### src/rtl/lif_tdm_if.sv
// Current-injection handshake and spike output bundle for lif_tdm_scheduler.
// master = injector/spike consumer, slave = scheduler.
interface lif_tdm_if #(
  parameter int N_NEURONS = 4
);
  localparam int IDW = $clog2(N_NEURONS);

  logic                 in_valid;
  logic                 in_ready;
  logic [IDW-1:0]       in_id;
  logic [7:0]           in_current;
  logic                 spike_valid;
  logic [IDW-1:0]       spike_id;
  logic [N_NEURONS-1:0] spike_vec;

  modport master (
    output in_valid, in_id, in_current,
    input  in_ready, spike_valid, spike_id, spike_vec
  );

  modport slave (
    input  in_valid, in_id, in_current,
    output in_ready, spike_valid, spike_id, spike_vec
  );
endinterface

### src/rtl/lif_tdm_scheduler.sv
// Time-multiplexed leaky integrate-and-fire array: one context evaluated per cycle per tick.
// Optional macro LIF_REFRACTORY_EN adds per-neuron refractory counters.
module lif_tdm_scheduler #(
  parameter int N_NEURONS     = 4,
  parameter int THRESHOLD     = 200,
  parameter int LEAK_SHIFT    = 1,
  parameter int REFRACT_TICKS = 2
) (
  input  logic                         clk,
  input  logic                         rst,
  input  logic                         tick,
  lif_tdm_if.slave                     io,
  input  logic [$clog2(N_NEURONS)-1:0] rd_id,
  output logic [7:0]                   rd_state,
  output logic                         busy,
  output logic                         done,
  output logic                         overrun
);
  localparam int             IDW     = $clog2(N_NEURONS);
  localparam logic [IDW-1:0] LAST_ID = IDW'(N_NEURONS - 1);
  localparam logic [7:0]     THR     = 8'(THRESHOLD);

  if (N_NEURONS < 2 || N_NEURONS > 16 || (N_NEURONS & (N_NEURONS - 1)) != 0 ||
      THRESHOLD < 0 || THRESHOLD > 255 || LEAK_SHIFT < 0 || REFRACT_TICKS < 0) begin : g_bad_param
    $error("lif_tdm_scheduler: illegal parameter set");
  end

  typedef enum logic {S_IDLE = 1'b0, S_SWEEP = 1'b1} fsm_e;

  fsm_e                 fsm_q, fsm_d;
  logic [IDW-1:0]       idx_q, idx_d;
  logic [7:0]           mem_q [N_NEURONS];
  logic [7:0]           mem_d [N_NEURONS];
  logic [7:0]           pend_q [N_NEURONS];
  logic [7:0]           pend_d [N_NEURONS];
  logic [N_NEURONS-1:0] acc_q, acc_d;
  logic                 spike_valid_q, spike_valid_d;
  logic [IDW-1:0]       spike_id_q, spike_id_d;
  logic [N_NEURONS-1:0] spike_vec_q, spike_vec_d;
  logic                 done_q, done_d;
  logic                 overrun_q, overrun_d;
  logic [7:0]           v_eval;
  logic                 fire;

`ifdef LIF_REFRACTORY_EN
  localparam int          RW   = ($clog2(REFRACT_TICKS + 1) < 1) ? 1 : $clog2(REFRACT_TICKS + 1);
  localparam logic [RW-1:0] REFR = RW'(REFRACT_TICKS);
  logic [RW-1:0] refr_q [N_NEURONS];
  logic [RW-1:0] refr_d [N_NEURONS];
`endif

  // state - leak + pending; the leak term never exceeds state, so 9 bits cannot wrap
  function automatic logic [8:0] leak_integrate(input logic [7:0] s, input logic [7:0] p);
    logic [8:0] s9;
    s9 = {1'b0, s};
    return s9 - (s9 >> LEAK_SHIFT) + {1'b0, p};
  endfunction

  function automatic logic [7:0] sat8(input logic [8:0] v);
    return v[8] ? 8'hFF : v[7:0];
  endfunction

  assign io.in_ready    = (fsm_q == S_IDLE);
  assign io.spike_valid = spike_valid_q;
  assign io.spike_id    = spike_id_q;
  assign io.spike_vec   = spike_vec_q;
  assign busy           = (fsm_q == S_SWEEP);
  assign done           = done_q;
  assign overrun        = overrun_q;
  assign rd_state       = mem_q[rd_id];

  always_comb begin
    fsm_d         = fsm_q;
    idx_d         = idx_q;
    mem_d         = mem_q;
    pend_d        = pend_q;
    acc_d         = acc_q;
    spike_valid_d = 1'b0;
    spike_id_d    = spike_id_q;
    spike_vec_d   = spike_vec_q;
    done_d        = 1'b0;
    overrun_d     = overrun_q;
    v_eval        = sat8(leak_integrate(mem_q[idx_q], pend_q[idx_q]));
    fire          = 1'b0;
`ifdef LIF_REFRACTORY_EN
    refr_d        = refr_q;
`endif
    case (fsm_q)
      S_IDLE: begin
        if (io.in_valid && io.in_ready)
          pend_d[io.in_id] = sat8({1'b0, pend_q[io.in_id]} + {1'b0, io.in_current});
        if (tick) begin
          fsm_d = S_SWEEP;
          idx_d = '0;
          acc_d = '0;
        end
      end
      S_SWEEP: begin
        if (tick) overrun_d = 1'b1;
        fire = (v_eval >= THR);
`ifdef LIF_REFRACTORY_EN
        // a refractory neuron is clamped at rest and swallows its input
        if (refr_q[idx_q] != '0) begin
          fire          = 1'b0;
          v_eval        = '0;
          refr_d[idx_q] = refr_q[idx_q] - 1'b1;
        end else if (fire) begin
          refr_d[idx_q] = REFR;
        end
`endif
        mem_d[idx_q]  = fire ? 8'd0 : v_eval;
        pend_d[idx_q] = 8'd0;
        acc_d[idx_q]  = fire;
        if (fire) begin
          spike_valid_d = 1'b1;
          spike_id_d    = idx_q;
        end
        if (idx_q == LAST_ID) begin
          fsm_d       = S_IDLE;
          done_d      = 1'b1;
          spike_vec_d = acc_d;
        end else begin
          idx_d = idx_q + IDW'(1);
        end
      end
      default: fsm_d = S_IDLE;
    endcase
  end

  always_ff @(posedge clk or posedge rst) begin
    if (rst) begin
      fsm_q         <= S_IDLE;
      idx_q         <= '0;
      acc_q         <= '0;
      spike_valid_q <= 1'b0;
      spike_id_q    <= '0;
      spike_vec_q   <= '0;
      done_q        <= 1'b0;
      overrun_q     <= 1'b0;
      for (int k = 0; k < N_NEURONS; k++) begin
        mem_q[k]  <= '0;
        pend_q[k] <= '0;
`ifdef LIF_REFRACTORY_EN
        refr_q[k] <= '0;
`endif
      end
    end else begin
      fsm_q         <= fsm_d;
      idx_q         <= idx_d;
      acc_q         <= acc_d;
      spike_valid_q <= spike_valid_d;
      spike_id_q    <= spike_id_d;
      spike_vec_q   <= spike_vec_d;
      done_q        <= done_d;
      overrun_q     <= overrun_d;
      mem_q         <= mem_d;
      pend_q        <= pend_d;
`ifdef LIF_REFRACTORY_EN
      refr_q        <= refr_d;
`endif
    end
  end
endmodule

### src/flat_wrapper.sv
// flat-port wrapper written by rule: the top's interface ports become plain ports
module lif_tdm_scheduler_flat 
#(
  parameter int N_NEURONS     = 4,
  parameter int THRESHOLD     = 200,
  parameter int LEAK_SHIFT    = 1,
  parameter int REFRACT_TICKS = 2
)
  (clk, rst, tick, rd_id, rd_state, busy, done, overrun, io_in_valid, io_in_id, io_in_current, io_in_ready, io_spike_valid, io_spike_id, io_spike_vec);
  lif_tdm_if #(.N_NEURONS(N_NEURONS)) io_i ();
  input  logic clk;
  input  logic rst;
  input  logic tick;
  input  logic [$clog2(N_NEURONS)-1:0] rd_id;
  output logic [7:0] rd_state;
  output logic busy;
  output logic done;
  output logic overrun;
  input wire logic [$bits(io_i.in_valid)-1:0] io_in_valid;
  input wire logic [$bits(io_i.in_id)-1:0] io_in_id;
  input wire logic [$bits(io_i.in_current)-1:0] io_in_current;
  output wire logic [$bits(io_i.in_ready)-1:0] io_in_ready;
  output wire logic [$bits(io_i.spike_valid)-1:0] io_spike_valid;
  output wire logic [$bits(io_i.spike_id)-1:0] io_spike_id;
  output wire logic [$bits(io_i.spike_vec)-1:0] io_spike_vec;
  assign io_i.in_valid = io_in_valid;
  assign io_i.in_id = io_in_id;
  assign io_i.in_current = io_in_current;
  assign io_in_ready = io_i.in_ready;
  assign io_spike_valid = io_i.spike_valid;
  assign io_spike_id = io_i.spike_id;
  assign io_spike_vec = io_i.spike_vec;
  lif_tdm_scheduler #(.N_NEURONS(N_NEURONS), .THRESHOLD(THRESHOLD), .LEAK_SHIFT(LEAK_SHIFT), .REFRACT_TICKS(REFRACT_TICKS)) u_core (.clk(clk), .rst(rst), .tick(tick), .io(io_i), .rd_id(rd_id), .rd_state(rd_state), .busy(busy), .done(done), .overrun(overrun));
endmodule
### config.mk
export PLATFORM = sky130hd
export DESIGN_NAME = lif_tdm_scheduler_flat
export DESIGN_NICKNAME = d
export VERILOG_FILES = /design/src/rtl/lif_tdm_if.sv /design/src/rtl/lif_tdm_scheduler.sv /design/src/flat_wrapper.sv
export SDC_FILE = /design/constraint.sdc
export NUM_CORES = 1
export LEC_CHECK = 0
export BUFFER_PORTS_ARGS = -buffer_cell sky130_fd_sc_hd__buf_2
export CORE_UTILIZATION = 50
export CTS_CLUSTER_DIAMETER = 40
export CTS_CLUSTER_SIZE = 25
export DETAILED_ROUTE_END_ITERATION = 6
export PLACE_DENSITY_LB_ADDON = 0.25
export SYNTH_ARGS = -nofsm -noshare
export SYNTH_HDL_FRONTEND = slang
export SYNTH_SLANG_ARGS = --single-unit
### constraint.sdc
create_clock -name clk -period 5.9 [get_ports clk]
set_input_delay 0.295 -clock clk [delete_from_list [all_inputs] [get_ports clk]]
set_output_delay 0.295 -clock clk [all_outputs]
set_load 0.02 [all_outputs]
==> results.toml <==
[outcome]
status = "finished, final reports clean"

[synthesis]
yosysSeqAreaShare_pct = 39.84
async_flop_share_pct = 100.0
synthesis.nets = 498
synth_top_cells_by_area = "dfrtp_1, mux4_2, ha_1, nand3_1, fa_1"
synth.yosys.warnings = 0
yosys.area_share.xor_xnor_pct = 1.563
synth-simple-area-share_pct = 12.38
synth_top_family_by_area = "compound AO/OA/AOI/OAI gates"
synth_compound_area_share_pct = 16.79
avgSynthCellArea_um2 = 10.98
synth_top_area_share_pct = 39.84
synth-edff-count = 0
synth_top_flop_cell = "dfrtp_1"
synthAdderAreaFrac_pct = 8.775
synth_seq_cells = 79
synthMuxAreaShare_pct = 15.66
synth_top_cell_by_area = "dfrtp_1"
netlist_instances = 452
synth_area_um2 = 4962
synthDistinctLibCells = 53

[worst_setup_path]
startpoint_type = "flop"
worst-path-stages = 12
path_cells = "buf_4 -> mux4_2 -> inv_1 -> fa_1 -> inv_1 -> fa_1 -> a211o_1 -> a2111oi_1 -> or3_4 -> a21boi_4 -> nand2_2 -> a32o_1"
endpoint = "u_core.mem_q[30]"
r2r_end = "u_core.mem_q[30]"
crit_slowest_cell = "dfrtp_1"
rrSetupSlack_ns = 1.30
max_stage_delay_ns = 0.90
reg2reg_depth = 12
arrival_ns = 4.84
cp.required_ns = 6.14
r2r-start = "u_core.idx_q[0]"
path_class = "flop to flop"
cp_top_family = "compound AO/OA/AOI/OAI gates"
critPathLaunch = "u_core.idx_q[0]"
endpoint_kind = "flop"
path_buf_inv = 3
cp_max_fo = 18

[global_route]
grt_pass1_wl_um = 19910
antenna_found_initial = 0
first_global_vias = 3955
grt_use_total_pct = 25.57
grt_max_degree = 80
grt_overflow_total = 0

[clocking]
root_buffer = "clkbuf_8"
cts_buffer_depth = 2
cts_hold_buf = 0
cts_tree = "yes"
clkLatencyLatePin_ns = 0.36
htreeDepth = 3
post_cts_buffers = 0
clk_pin_slew_worst_paths_ns = 0.08
cts_buffers = 9
cts.sinks = 79
cts.repair.resized = 0

[sta]
max_freq_ghz = 0.2173
slew_viol_final = 0
min_period_ns = 4.602
setup_viol = 0
finalSetupTns_ns = 0
slew_headroom_pct = 32.83
fin_skew_ns = 0.01274
worst_pin_slew_ns = 1.005
fin_crit_sh_pct = 78.01
finalHoldViolations = 0
rsz0062_at_grt = "no"

[floorplanning]
boundaryPins = 35
die-area_um2 = 10330
fp-row-count = 35
die_h_um = 101.6
design.core.area_um2 = 9415
die_w_um = 101.6
initial_core_util_pct = 52.70

[cells_and_area]
most-common-layout-cells = "dfrtp_1, inv_1, nand3_1, buf_2"
final_nets = 524
fillCellCount = 805
n_antenna_cell = 0
final_common_cell = "dfrtp_1"
drive_above_1_share_pct = 21.53
syn2layout_area_growth_pct = 8.649

[place]
dp_hpwl_um = 8334
portBuffers = 34
gp_congestion = 0.8359

[drt]
postRouteAntennaNets = 0
routedWlPerCell_um = 19.25
drc = 0
totalWireLength_um = 11780
dr.pass1.iters = 4
drt_iter0_drc = 244
num_vias = 3849
via_per_inst = 6.289

[worst_hold_path]
min_path_type = "input pin to flop"

[flow_run]
cap_violations = 0
-- cells in the mapped netlist (all sizes together), types with 2 or more instances --
master and n:
mux4 32, a211oi 2, and3 3, clkbuf 18
o21ai 32, mux2 5, nand2b 3, o21a 3
nor3 4, inv 38, buf 4, nor2b 5
nand2 24, a22o 5, a211o 4, xnor2 7
o211ai 3, or2 3, fa 8, nor3b 2
a21oi 12, o31ai 8, o221ai 5, o41ai 4
a32o 15, a31oi 3, a221oi 4, nor2 32
dfrtp 79, and2 3, nor4 3, ha 22
nand3 34, a21o 6, or3 8
-- layout make-up --
class	instances	area (um^2)	area share, %
Sequential cell	79	1977	36.67
Clock inverter	7	55.05	1.021
Timing Repair Buffer	37	192.7	3.574
Clock buffer	9	123.9	2.298
Tap cell	129	161.4	2.994
Multi-Input combinational cell	313	2738	50.78
Inverter	38	143.9	2.669
-- cells by family (layout without fill, tap and decap cells) --
family                   count (synthesis)  in the layout
multiplexers                            37             37
AND/OR/NAND/NOR                        125            125
XOR/XNOR                                 8              8
adder cells (fa/ha/maj)                 30             30
AO/OA/AOI/OAI                          113            113
flip-flops                              79             79
buffers and inverters                   60             91
-- worst min path at each step --
| stage | cells after the start | end | slack (ns) | from |
|---|---|---|---|---|
| final | 2 | u_core.idx_q[0] | 0.16 | tick |
| after floorplan | 1 | u_core.idx_q[0] | 0.38 | tick |
| after global routing | 2 | u_core.idx_q[0] | 0.17 | tick |
| after detailed placement | 1 | u_core.overrun | 0.44 | u_core.overrun |
| after CTS | 2 | u_core.idx_q[0] | 0.15 | tick |
| after global placement | 1 | u_core.overrun | 0.43 | u_core.overrun |
-- worst reg2reg max path, cell delays in order (launching register included) --
cell	delay (ns)
dfrtp_1	0.90
buf_4	0.30
mux4_2	0.22
inv_1	0.05
fa_1	0.49
inv_1	0.07
fa_1	0.48
a211o_1	0.36
a2111oi_1	0.47
or3_4	0.25
a21boi_4	0.27
nand2_2	0.27
a32o_1	0.35
-- state kept, by name, summed over array words and instances, names as in the netlist --
register	flops
u_core.acc_q	3
u_core.busy	1
u_core.done	1
u_core.idx_q	2
u_core.io.spike_id	2
u_core.io.spike_valid	1
u_core.io.spike_vec	4
u_core.mem_q	32
u_core.overrun	1
u_core.pend_q	32
-- per-stage QoR --
stage / util [%] / worst slack (ns) / std cells / instance area, um^2 / hold WS [ns]
CTS: 57.26 / 1.281 / 612 / 5391 / 0.1513
detailed placement: 55.36 / 1.287 / 596 / 5213 / 0.4414
global placement: 55.36 / 1.393 / 596 / 5213 / 0.4346
global route: 57.26 / 0.8904 / 612 / 5391 / 0.1650
floorplan: - / 1.354 / 452 / 4962 / 0.3813
finish: 57.26 / 1.298 / 612 / 5391 / 0.1647
-- layer usage --
metal	vias to the layer above	routed length, um	GRT usage (%)
met4	0	292	10.03
met2	128	5544	39.60
li1	1750	-	-
met1	1949	5258	36.07
met3	22	684	4.417
met5	-	0	0
Power is left out: the tool's default activity adds up to more than one toggle a clock period on the data nets, which glitch-free logic cannot reach.
